**config.mk**
```make
export PLATFORM = sky130hd
export DESIGN_NAME = fewcore_scoreboard
export DESIGN_NICKNAME = d
export VERILOG_FILES = /design/src/rtl/fewcore_scoreboard.sv
export SDC_FILE = /design/constraint.sdc
export NUM_CORES = 1
export LEC_CHECK = 0
export ABC_CLOCK_PERIOD_IN_PS = 5900
export BUFFER_PORTS_ARGS = -buffer_cell sky130_fd_sc_hd__buf_2
export CAP_MARGIN = 20
export CORE_ASPECT_RATIO = 1.25
export CORE_MARGIN = 5
export CORE_UTILIZATION = 68
export DETAILED_ROUTE_END_ITERATION = 10
export HOLD_SLACK_MARGIN = 0.1
export PLACE_DENSITY = 0.95
export SLEW_MARGIN = 15
export SYNTH_ARGS = -nofsm -noshare
export SYNTH_HDL_FRONTEND = slang
export SYNTH_SLANG_ARGS = --single-unit
```
**constraint.sdc**
```tcl
create_clock -name clk -period 5.9 [get_ports clk]
set_clock_uncertainty 0.15 [all_clocks]
set_input_delay 0 -clock clk [delete_from_list [all_inputs] [get_ports clk]]
set_output_delay 0 -clock clk [all_outputs]
set_load 0.03 [all_outputs]
```
**src/rtl/fewcore_scoreboard.sv**
```systemverilog
// Per-register write-back countdown scoreboard: RAW stall/forward decisions and WAW ordering stalls.
// Optional stall performance counter enabled by defining FEWCORE_SB_PERF_EN.
module fewcore_scoreboard #(
    parameter int unsigned REG_COUNT  = 32,
    parameter int unsigned REG_ADDR_W = 5,
    parameter int unsigned MAX_LAT    = 4,
    parameter int unsigned CNT_W      = 3
) (
    input  logic                  clk,
    input  logic                  reset,
    input  logic                  issue_valid,
    input  logic [REG_ADDR_W-1:0] issue_rs1,
    input  logic [REG_ADDR_W-1:0] issue_rs2,
    input  logic                  issue_use_rs1,
    input  logic                  issue_use_rs2,
    input  logic                  issue_wr,
    input  logic [REG_ADDR_W-1:0] issue_rd,
    input  logic [CNT_W-1:0]      issue_lat,
    input  logic                  sb_clear,
    output logic                  issue_ready,
    output logic                  fwd_rs1,
    output logic                  fwd_rs2,
    output logic                  busy,
    output logic [31:0]           stall_cycles
);

    // Register 0 is hardwired zero, so it has no counter.
    logic [CNT_W-1:0] cnt_q [1:REG_COUNT-1];
    logic [CNT_W-1:0] cnt_d [1:REG_COUNT-1];

    logic [CNT_W-1:0] cnt_rs1, cnt_rs2, cnt_rd;
    logic [CNT_W-1:0] lat_eff;
    logic             raw_rs1, raw_rs2, waw, accept;

    // Index 0 (and any index beyond REG_COUNT-1) reads back as "nothing pending".
    always_comb begin
        cnt_rs1 = '0;
        cnt_rs2 = '0;
        cnt_rd  = '0;
        for (int unsigned i = 1; i < REG_COUNT; i++) begin
            if (issue_rs1 == REG_ADDR_W'(i)) cnt_rs1 = cnt_q[i];
            if (issue_rs2 == REG_ADDR_W'(i)) cnt_rs2 = cnt_q[i];
            if (issue_rd == REG_ADDR_W'(i))  cnt_rd  = cnt_q[i];
        end
    end

    always_comb begin
        if (issue_lat == '0) begin
            lat_eff = CNT_W'(1);
        end else if (issue_lat > CNT_W'(MAX_LAT)) begin
            lat_eff = CNT_W'(MAX_LAT);
        end else begin
            lat_eff = issue_lat;
        end
    end

    always_comb begin
        raw_rs1     = issue_use_rs1 && (cnt_rs1 > CNT_W'(1));
        raw_rs2     = issue_use_rs2 && (cnt_rs2 > CNT_W'(1));
        fwd_rs1     = issue_use_rs1 && (cnt_rs1 == CNT_W'(1));
        fwd_rs2     = issue_use_rs2 && (cnt_rs2 == CNT_W'(1));
        waw         = issue_wr && (issue_rd != '0) && (cnt_rd >= lat_eff);
        issue_ready = issue_valid && !raw_rs1 && !raw_rs2 && !waw && !sb_clear && reset;
        accept      = issue_valid && issue_ready;
    end

    always_comb begin
        busy = 1'b0;
        for (int unsigned i = 1; i < REG_COUNT; i++) begin
            busy = busy | (cnt_q[i] != '0);
            if (sb_clear) begin
                cnt_d[i] = '0;
            end else if (accept && issue_wr && (issue_rd == REG_ADDR_W'(i))) begin
                cnt_d[i] = lat_eff;
            end else if (cnt_q[i] != '0) begin
                cnt_d[i] = cnt_q[i] - CNT_W'(1);
            end else begin
                cnt_d[i] = '0;
            end
        end
    end

    always_ff @(posedge clk or negedge reset) begin
        if (!reset) begin
            for (int unsigned i = 1; i < REG_COUNT; i++) cnt_q[i] <= '0;
        end else begin
            for (int unsigned i = 1; i < REG_COUNT; i++) cnt_q[i] <= cnt_d[i];
        end
    end

`ifdef FEWCORE_SB_PERF_EN
    logic [31:0] stall_q, stall_d;

    // Saturating; sb_clear deliberately leaves it alone.
    always_comb begin
        stall_d = stall_q;
        if (issue_valid && !issue_ready && (stall_q != '1)) stall_d = stall_q + 32'd1;
    end

    always_ff @(posedge clk or negedge reset) begin
        if (!reset) stall_q <= '0;
        else        stall_q <= stall_d;
    end

    assign stall_cycles = stall_q;
`else
    assign stall_cycles = '0;
`endif

endmodule
```
Word-level counts from Yosys, hierarchy flattened. Cells that the tools add are included.

Flip-flop bits (word level): 93. Bits in latches: 0. Memory bits (writable): 0. ROM bits: 0. Bits of input ports: 25. Output and inout bits: 36. Word-level logic and storage cells: 460. Memories: 0.

Add/subtract/negate cells: 31. Multiply operators: 0. Divide/modulo/power cells: 0. Magnitude comparators: 4. Equal/unequal tests: 95. Shifts and indexed selects: 0. Mux-type cells: 188. Bitwise operators: 30. Reductions and logical operators: 81.

Operators by type and width (count): $mux 3 (188); $eq 5x5->1 const B (48); $eq 5x4->1 const B (24); $reduce_bool 3->1 (31); $sub 3x1->3 const B (31); $eq 5x3->1 const B (12); $logic_and 1x1->1 (44); $eq 5x2->1 const B (6); $or 1x1->1 (30); $eq 5x1->1 const B (3); $eq 3x1->1 const B (2); $gt 3x1->1 const B (2); $reduce_bool 5->1 (1); $logic_not 1->1 (4); $ge 3x3->1 (1); $gt 3x3->1 const B (1); $logic_not 3->1 (1).

Logic depth before layout (Yosys ltp). Gate-level depths: netlist of run 1.

Depth in word-level cells: 45. Gate-level depth with buffers: 21. Mapped depth without buffers: 17.

Worst setup path after synthesis of run 1. No wires, ideal clock.

Path type: input -> register. From: input issue_rd[1]. To: register cnt_q[76] (netlist name). Arrival: 3790 ps. Required time: 5623 ps. Path slack: 1832 ps. Stages: 19. Buffers on the path: 4. Path through: clkbuf_1 > clkbuf_1 > nor2_1 > or4_1 > a222oi_1 > o21ai_0 > a21oi_1 > o21a_1 > ha_1 > nand2b_1 > a21oi_1 > nor2b_1 > o221ai_1 > and4b_1 > clkbuf_1 > clkbuf_1 > nand3_1 > or3_4 > mux2_1.

RTL lines: start: declaration (RTL line 17) `input logic [REG_ADDR_W-1:0] issue_rd,`; end: declaration (RTL line 28) `logic [CNT_W-1:0] cnt_q [1:REG_COUNT-1];`.

==> results of run 1 <==
-- routing by layer --
layer | vias up | wire [um] | GRT usage
met5 | - | 0 | 0
met1 | 4797 | 12500 | 0.495
met2 | 948 | 15800 | 0.646
met3 | 207 | 4810 | 0.108
li1 | 4323 | - | -
met4 | 0 | 2480 | 0.261
-- placed cells by master (no fill, tap or decap), types with 5 or more instances in the layout --
cell | synthesis | final
o21ai_0 | 56 | 56
mux2_2 | 30 | 30
nand2_1 | 116 | 116
nand4_1 | 10 | 10
a221oi_1 | 8 | 8
nor3b_1 | 6 | 6
inv_1 | 82 | 82
buf_4 | 37 | 18
ha_1 | 65 | 65
a22oi_1 | 14 | 14
o221ai_1 | 9 | 9
dlygate4sd3_1 | 0 | 5
or2_2 | 6 | 6
or4_1 | 5 | 5
nor2b_1 | 14 | 13
a21oi_1 | 87 | 87
nor3_2 | 25 | 25
o211ai_1 | 12 | 12
mux2_1 | 46 | 46
mux4_2 | 5 | 5
a211oi_1 | 10 | 10
dfrtp_1 | 93 | 93
nand2b_1 | 43 | 42
o22ai_1 | 17 | 17
or3_1 | 9 | 9
buf_2 | 22 | 27
a31oi_1 | 17 | 17
nor2_1 | 91 | 90
o31ai_1 | 7 | 7
clkbuf_16 | 0 | 9
nand3_1 | 43 | 43
o2bb2ai_1 | 5 | 5
nor3_1 | 44 | 44
conb_1 | 1 | 32
mux2i_1 | 57 | 57
-- worst max-delay path, cell delays in order (launching register included) --
cell           delay (ns)
dfrtp_1              0.50
nor2_1               0.14
a21oi_1              0.07
or4_1                0.49
a222oi_1             0.33
o21ai_0              0.12
a21oi_1              0.14
o21a_1               0.15
ha_1                 0.22
nand2b_1             0.14
a21oi_1              0.16
nor2b_1              0.06
o221ai_1             0.15
and4b_1              0.23
buf_4                0.40
nand4_1              0.15
dlygate4sd3_1        0.58
nor3_2               0.26
mux2_2               0.38
-- worst min-delay path by stage --
stage | endpoint | cells after the start
final | cnt_q[35] | 5
after global placement | cnt_q[36] | 1
after global routing | cnt_q[35] | 5
after detailed placement | cnt_q[36] | 1
after floorplan | cnt_q[0] | 0
after CTS | cnt_q[35] | 5
-- repair_timing --
| action | CTS | global route |
|---|---|---|
| hold buffers | 6 | 0 |
| setup buffers | 0 | 0 |
| hold endpoints to repair | 49 | 0 |
-- power by group through the flow --
stage | sequential [mW] | clock [mW] | combinational, mW
3_3_place_gp | 0.650 | 0 | 0.319
2_1_floorplan | 0.650 | 0 | 0.244
5_1_grt | 0.638 | 0.640 | 0.358
4_1_cts | 0.638 | 0.615 | 0.327
3_5_place_dp | 0.650 | 0 | 0.321
6_report | 0.638 | 0.614 | 0.346
-- cells by family (layout without fill, tap and decap cells) --
| kind of cell | count (synthesis) | count (layout) |
|---|---|---|
| other cells | 1 | 32 |
| flops | 93 | 93 |
| mux | 138 | 138 |
| buf+inv | 206 | 152 |
| compound gates | 295 | 295 |
| simple gates | 444 | 444 |
| fa+ha+maj | 65 | 65 |
-- metrics by stage --
stage                     utilization  hold WS (ns)
after floorplan                     -        -0.446
after global placement          0.690        -0.131
after detailed placement        0.690        -0.114
after CTS                       0.716         0.199
after global routing            0.717         0.245
final                           0.717         0.229
-- final cells by class --
class | instances | area, um^2 | area share
flip-flops and latches | 93 | 2330 | 0.226
repair buffers | 52 | 359 | 0.0349
clock inverters | 5 | 57.6 | 0.00559
clock buffers | 11 | 243 | 0.0236
multi-input cells | 974 | 6770 | 0.658
well taps | 178 | 223 | 0.0216
inverters | 84 | 315 | 0.0306
-- synth_stat cells, drive strengths merged (5+ instances only) --
cell,count
a22oi,14
or3,13
mux4,5
or4,5
a21oi,87
nand2,116
nor3,69
clkbuf,53
o31ai,7
o221ai,10
a221oi,8
ha,65
mux2i,57
o21ai,56
o211ai,12
a211oi,10
o22ai,17
nor3b,7
nand4,10
mux2,76
dfrtp,93
buf,69
nand3,43
nand2b,43
or2,6
nor2,91
nor2b,14
a31oi,17
inv,84
o2bb2ai,5
==> results.json, run 1 <==
{
  "largest_reg_flops": 93,
  "cp-end-kind": "register",
  "dp.cells": 1373,
  "p_leak_nw": 4.69,
  "wl_per_cell_um": 25.5,
  "via_per_inst": 7.36,
  "die_w_um": 118,
  "clkLatencyLatePin_ns": 0.36,
  "stdcell_area_um2": 10300,
  "hp-start": "issue_rd[3]",
  "setup_tns_ns": 0,
  "path_class": "register to register",
  "place_area_um2": 9900,
  "grt_max_degree": 98,
  "largest-register": "cnt_q",
  "synth_edf_count": 0,
  "post-route-min-period_ns": 4.94,
  "drive_above_1_share": 0.117,
  "drv_cap": 0,
  "peakVddDrop_uv": 156,
  "nFillCells": 1119,
  "synthesis.area_um2": 9900,
  "yosysWarnings": 0,
  "die_h_um": 145,
  "cp-startpoint": "cnt_q[72]",
  "r2r-start": "cnt_q[72]",
  "period_share": 0.837,
  "slew_viol_final": 0,
  "syn_to_final_growth_pct": 4.01,
  "largestRegisters": "cnt_q x93",
  "ff2ff_setup_slack_ns": 0.96,
  "cts.sinks": 93,
  "ys_seq_area_frac": 0.235,
  "timing.rr.end": "cnt_q[28]",
  "clockRootBuffer": "clkbuf_16",
  "synth_top_area_frac": 0.235,
  "slew_headroom": 0.167,
  "drtIter0Drc": 1781,
  "htreeDepth": 3,
  "startpoint_type": "register",
  "synth.top_cells.by_area": "dfrtp_1 (24%), ha_1 (8.2%), mux2i_1 (5.8%)",
  "async_flop_share": 1.00,
  "vias": 10300,
  "grt_use_total": 0.407,
  "cp.required_ns": 5.99,
  "synth_compound_area_frac": 0.196,
  "fin_total_pwr_mw": 1.60,
  "setup_viol": 0,
  "core_area_um2": 14300,
  "fin_ws_ns": 0.960,
  "crit_fanout": 32,
  "gp_congestion": 1.08,
  "drt_first_pass_iters": 9,
  "start_util": 0.690,
  "synth.area.mux_share": 0.156,
  "cts_resized": 0,
  "grt_pass1_wl_um": 55000,
  "ant_nets": 0,
  "grt_pass1_vias": 9923,
  "clock.fmax_mhz": 202,
  "pwr-share-seq": 0.399,
  "cts_inserted_buffers": 9,
  "synth-seq-cells": 93,
  "cts_tree": "built",
  "crit_end": "cnt_q[28]",
  "swShare": 0.332,
  "synth_top_family_by_area": "simple AND/OR/NAND/NOR gates",
  "hp-class": "primary input to register",
  "pwr-share-clk": 0.384,
  "cell_internal_pwr_mw": 1.07,
  "fin_cells": 1397,
  "ys_types": 80,
  "p_per_area_nw_per_um2": 155,
  "combPwrFrac": 0.217,
  "ys.flop_type": "dfrtp_1",
  "syn_area_per_cell_um2": 7.97,
  "synth_simple_gate_area_frac": 0.235,
  "die_area_um2": 17100,
  "finalHoldViolCount": 0,
  "num_rows": 49,
  "diodes": 0,
  "gr-total-overflow": 0,
  "port_buffers": 28,
  "worst-slew-pin-transition_ns": 1.25,
  "switching_power_uw": 531,
  "drc": 0,
  "hpwl_um": 24800,
  "clk_pin_slew_ns": 0.07,
  "detailedPlace.worstSlack_ns": 1.27,
  "num_io_pins": 61,
  "arrival_ns": 5.03,
  "finalNetCount": 1304,
  "clk_path_buf_depth": 2,
  "r2r_cells": 18,
  "synth_top_area_cell": "dfrtp_1",
  "wl_um": 35600,
  "synthAdderAreaFrac": 0.0822,
  "antenna_found_initial": 0,
  "synth_xor_area_frac": 0,
  "synth_cells": 1242,
  "outcome": "completed",
  "rsz0062_at_grt": "false"
}
(Power assumes the default switching activity.)
==> run 2, diff against run 1 <==
Settings changed: ABC_CLOCK_PERIOD_IN_PS 5900 to 4400, CORE_UTILIZATION 68 to 57, PLACE_DENSITY 0.95 to 0.88.
Clock period 5.9 ns to 4.4 ns, I/O delays scaled along.
==> run 2 against run 1 <==
Against the previous run: routed wire length shrank 0.85%; design area rose by 3.0%; power rose by 37%; clock-buffer cell count down 1; via count shrank 1.4%; critical path depth fell by 1; critical endpoint is now cnt_q[45]; largest power group is now clock.
==> results.json, run 2 (same netlist as run 1, synthesis figures left out) <==
{
  "swShare": 0.315,
  "post_cts_buffers": 0,
  "largestRegisters": "cnt_q x93",
  "cts_hold_buf": 5,
  "switching_power_uw": 693,
  "cts_inserted_buffers": 9,
  "die_area_um2": 20100,
  "ant_nets": 0,
  "mostFrequentLayoutCells": "nand2_1 (116), dfrtp_1 (93), nor2_1 (90)",
  "grt_pass1_vias": 9735,
  "drv_cap": 0,
  "pwr-share-clk": 0.395,
  "clock.fmax_mhz": 241,
  "final_common_cell": "nand2_1",
  "drc": 0,
  "post-route-min-period_ns": 4.14,
  "largest-register": "cnt_q",
  "period_share": 0.941,
  "via_per_inst": 6.93,
  "setup_viol": 0,
  "finalHoldViolCount": 0,
  "outcome": "completed",
  "gp_congestion": 1.04,
  "rsz0062_at_grt": "false",
  "gr-total-overflow": 0,
  "cts_resized": 0,
  "syn_to_final_growth_pct": 7.14,
  "p_per_area_nw_per_um2": 207,
  "diodes": 0,
  "drtIter0Drc": 1814,
  "clockRootBuffer": "clkbuf_16",
  "die_w_um": 128,
  "pwr-share-seq": 0.389,
  "combPwrFrac": 0.215,
  "largest_reg_flops": 93,
  "finish.utilization": 0.625,
  "start_util": 0.583,
  "cts_tree": "built",
  "slew_viol_final": 0,
  "port_buffers": 28,
  "hpwl_um": 25500,
  "clkLatencyLatePin_ns": 0.35,
  "cp.required_ns": 4.48,
  "cts.sinks": 93,
  "slew_headroom": 0.264,
  "wl_per_cell_um": 24.1,
  "cell_internal_pwr_mw": 1.50,
  "clk_path_buf_depth": 2,
  "num_io_pins": 61,
  "grt_pass1_wl_um": 55200,
  "die_h_um": 157,
  "setup_tns_ns": 0,
  "grt_max_degree": 68,
  "antenna_found_initial": 0,
  "arrival_ns": 4.22,
  "p_leak_nw": 4.85,
  "crit_fanout": 32,
  "drt_first_pass_iters": 11,
  "cp-end-kind": "register",
  "peakVddDrop_uv": 195,
  "path_class": "register to register",
  "core_area_um2": 17000,
  "wl_um": 35300,
  "ff2ff_setup_slack_ns": 0.26,
  "vias": 10100,
  "startpoint_type": "register",
  "r2r_cells": 17,
  "num_rows": 53,
  "finalNetCount": 1329,
  "hp-class": "primary input to register",
  "worst-slew-pin-transition_ns": 1.10,
  "clk_pin_slew_ns": 0.08,
  "drive_above_1_share": 0.136,
  "grt_use_total": 0.349,
  "htreeDepth": 3,
  "holdPathStages": 5
}
-- run 2: cell count changes in the layout (fill, tap and decap cells not counted), sizes merged --
cell         previous run  this run
clkbuf                 11        10
bufinv                  1         2
buf                    47        73
dlygate4sd3             5         4
clkinv                  2         1
-- run 2: per-stage QoR --
stage               instance area (um^2)  hold slack, ns  instances  power [mW]  setup slack [ns]
finish                             10600           0.223       1463        2.20             0.259
global route                       10600           0.259       1463        2.26            0.0330
CTS                                10600           0.207       1463        2.18             0.321
detailed placement                 10200          -0.204       1443        1.32             0.271
global placement                   10200          -0.205       1443        1.32             0.310
floorplan                          10000          -0.446       1273        1.20             0.332
-- run 2: final timing paths --
path | startpoint | end
max reg2reg | cnt_q[72] | cnt_q[45]
min | issue_use_rs1 | cnt_q[83]
max | cnt_q[72] | cnt_q[45]
min reg2reg | cnt_q[42] | cnt_q[43]
min in group asynchronous | reset | cnt_q[73]
max in group asynchronous | reset | cnt_q[20]
-- run 2: routing by layer --
layer,vias to the layer above,track usage,part of all wire
met5,-,0,0
met4,0,0.195,0.067
met2,885,0.540,0.44
li1,4367,-,-
met1,4701,0.453,0.36
met3,182,0.0743,0.13
-- run 2: power by group through the flow --
stage	registers [mW]	logic, mW	clock network (mW)
floorplan	0.872	0.327	0
global placement	0.872	0.451	0
detailed placement	0.872	0.449	0
CTS	0.855	0.456	0.869
global route	0.855	0.499	0.903
finish	0.855	0.473	0.868
-- run 2: layout make-up --
class | count | area, um^2
fillers | 1441 | 6370
clock buffers | 10 | 239
multi-input cells | 974 | 6770
clock inverters | 5 | 82.6
well taps | 220 | 275
repair buffers | 77 | 596
inverters | 84 | 315
flip-flops and latches | 93 | 2330
-- run 2: critical path, cell delays in order (launching register included) --
cell      delay (ns)
dfrtp_1         0.38
nor2_1          0.11
a21oi_1         0.07
or4_1           0.47
a222oi_1        0.37
o21ai_0         0.16
a21oi_1         0.14
o21a_1          0.14
ha_1            0.21
nand2b_1        0.14
a21oi_1         0.14
nor2b_1         0.06
o221ai_1        0.16
and4b_1         0.27
buf_12          0.21
nand3_1         0.13
nor3_2          0.33
mux2_1          0.36
==> run 3, diff against run 2 <==
Settings changed: BUFFER_PORTS_ARGS -buffer_cell sky130_fd_sc_hd__buf_2 to not set, CORE_MARGIN 5 to not set, CORE_UTILIZATION 57 to 60, DONT_BUFFER_PORTS set to 1, PLACE_DENSITY 0.88 to 0.89.
==> run 3 against run 2 <==
Against the previous run: register-to-register slack worse by 0.25 ns; clock power rose by 10%; non-clock buffer count fell by 22; via count up 2.7%; critical path type unchanged.
==> results.json, run 3 (same netlist as run 1, synthesis figures left out) <==
{
  "grt_pass1_wl_um": 55800,
  "drtIter0Drc": 1571,
  "gp_congestion": 1.04,
  "stdcell_area_um2": 10700,
  "drive_above_1_share": 0.128,
  "cts_tree": "built",
  "vias": 10400,
  "mostFrequentLayoutCells": "nand2_1 (116), dfrtp_1 (91), nor2_1 (89)",
  "top_usage_layer": "met2",
  "wl_per_cell_um": 26.0,
  "clock.fmax_mhz": 228,
  "worstSetupPathDepth": 18,
  "period_share": 0.998,
  "final_common_cell": "nand2_1",
  "clk_path_buf_depth": 2,
  "grt_max_degree": 96,
  "met2_usage": 0.647,
  "die_w_um": 117,
  "drc": 0,
  "finish.utilization": 0.664,
  "crit_fanout": 8,
  "largest-register": "cnt_q",
  "num_io_pins": 61,
  "port_buffers": 0,
  "gr-total-overflow": 0,
  "slew_viol_final": 0,
  "cts_inserted_buffers": 9,
  "drt_first_pass_iters": 9,
  "place_area_um2": 9920,
  "slew_headroom": 0.150,
  "max_stage_delay_ns": 0.50,
  "arrival_ns": 4.49,
  "wl_um": 37400,
  "cp.required_ns": 4.50,
  "fin_total_pwr_mw": 2.24,
  "met1_usage": 0.536,
  "via_per_inst": 7.23,
  "syn_to_final_growth_pct": 8.34,
  "p_leak_nw": 4.82,
  "drv_cap": 0,
  "nFillCells": 1298,
  "r2r_cells": 18,
  "cp.buffers_inverters": 2,
  "slowest_stage": "a222oi_1",
  "cts.sinks": 93,
  "crit_family": "compound AO/OA/AOI/OAI gates",
  "worst-slew-pin-transition_ns": 1.27,
  "die_h_um": 146,
  "post-route-min-period_ns": 4.39,
  "clkLatencyLatePin_ns": 0.37,
  "hp-class": "primary input to asynchronous set/reset pin",
  "grt_pass1_vias": 9747,
  "peakVddDrop_uv": 189,
  "grt_util_met3": 0.160,
  "largestRegisters": "cnt_q x93",
  "htreeDepth": 3,
  "ant_nets": 0,
  "largest_reg_flops": 93,
  "finalNetCount": 1307,
  "cp-end-kind": "register",
  "die_area_um2": 17000,
  "startpoint_type": "register",
  "p_per_area_nw_per_um2": 209,
  "num_rows": 52,
  "clockRootBuffer": "clkbuf_16",
  "hpwl_um": 24400,
  "outcome": "completed",
  "grt_use_total": 0.441,
  "crit_chain": "mux2_4 > o221ai_2 > o21ai_1 > a222oi_1 > o21ai_1 > a21oi_1 > o21a_1 > ha_1 > nand2b_4 > a21oi_2 > nor2b_1 > o221ai_1 > and4b_4 > buf_6 > buf_12 > nand3_1 > or3_4 > mux2_4",
  "setup_viol": 0,
  "start_util": 0.613,
  "finalHoldViolCount": 0,
  "clk_pin_slew_ns": 0.07,
  "antenna_found_initial": 1,
  "core_area_um2": 16100,
  "path_class": "register to register"
}
[run 3: cell types whose count changed in the layout (fill, tap and decap cells not counted), moves of 3 or more]
cell,delta
mux2_4,+3
clkbuf_16,+3
buf_4,-7
nor3_4,+4
dlymetal6s4s_1,+3
buf_12,-3
buf_2,-27
dlygate4sd3_1,+5
nor3_2,-4
[run 3: repair_timing]
item,4_1_cts,5_1_grt
gates resized for setup,0,32
hold buffers,14,0
endpoints found under the hold margin,187,0
setup buffers,0,7
setup endpoints to repair,0,94
[run 3: stage by stage]
stage	hold WS [ns]	std cells	worst slack [ns]	TNS, ns
final	0.0697	1439	0.00934	0
after global routing	0.132	1439	-0.0803	-1.73
after CTS	0.111	1428	0.00758	0
after detailed placement	-0.443	1398	0.222	0
after global placement	-0.443	1397	0.320	0
after floorplan	-0.446	1273	0.332	0
[run 3: per-layer routing]
| metal | vias to the layer above | share of wire |
|---|---|---|
| li1 | 4334 | - |
| met1 | 4844 | 0.34 |
| met5 | - | 0 |
| met3 | 295 | 0.14 |
| met4 | 0 | 0.090 |
| met2 | 938 | 0.42 |
[run 3: path summary, 6_finish.rpt]
check / start / end / slack [ns]
worst max-delay path: cnt_q[75] / cnt_q[76] / 0.009
worst min-delay path: reset / cnt_q[11] / 0.07
worst max register to register: cnt_q[75] / cnt_q[76] / 0.009
worst min register to register: cnt_q[1] / cnt_q[1] / 0.60
max in group asynchronous: reset / cnt_q[81] / 3.55
min in group clk: issue_rd[3] / cnt_q[8] / 0.12
[run 3: layout make-up]
| cell class | count | area [um^2] | share of cell area |
|---|---|---|---|
| flip-flops and latches | 93 | 2330 | 0.217 |
| clock inverters | 6 | 116 | 0.0109 |
| well taps | 216 | 270 | 0.0252 |
| inverters | 84 | 315 | 0.0294 |
| repair buffers | 55 | 588 | 0.0548 |
| clock buffers | 10 | 239 | 0.0223 |
| diodes | 1 | 2.50 | 0.000233 |
| multi-input cells | 974 | 6860 | 0.640 |
[run 3: report_power, final]
part,switching (mW),total [mW],internal [mW]
registers,0.000639,0.855,0.854
clock network,0.380,0.957,0.577
logic,0.296,0.430,0.134
[run 3: worst reg2reg max path: stages, from the launching register on]
cell and delay, ns:
dfrtp_2 0.44, mux2_4 0.27, o221ai_2 0.16, o21ai_1 0.11, a222oi_1 0.50, o21ai_1 0.16, a21oi_1 0.17, o21a_1 0.15
ha_1 0.24, nand2b_4 0.14, a21oi_2 0.13, nor2b_1 0.07, o221ai_1 0.17, and4b_4 0.33, buf_6 0.12, buf_12 0.12
nand3_1 0.08, or3_4 0.46, mux2_4 0.31
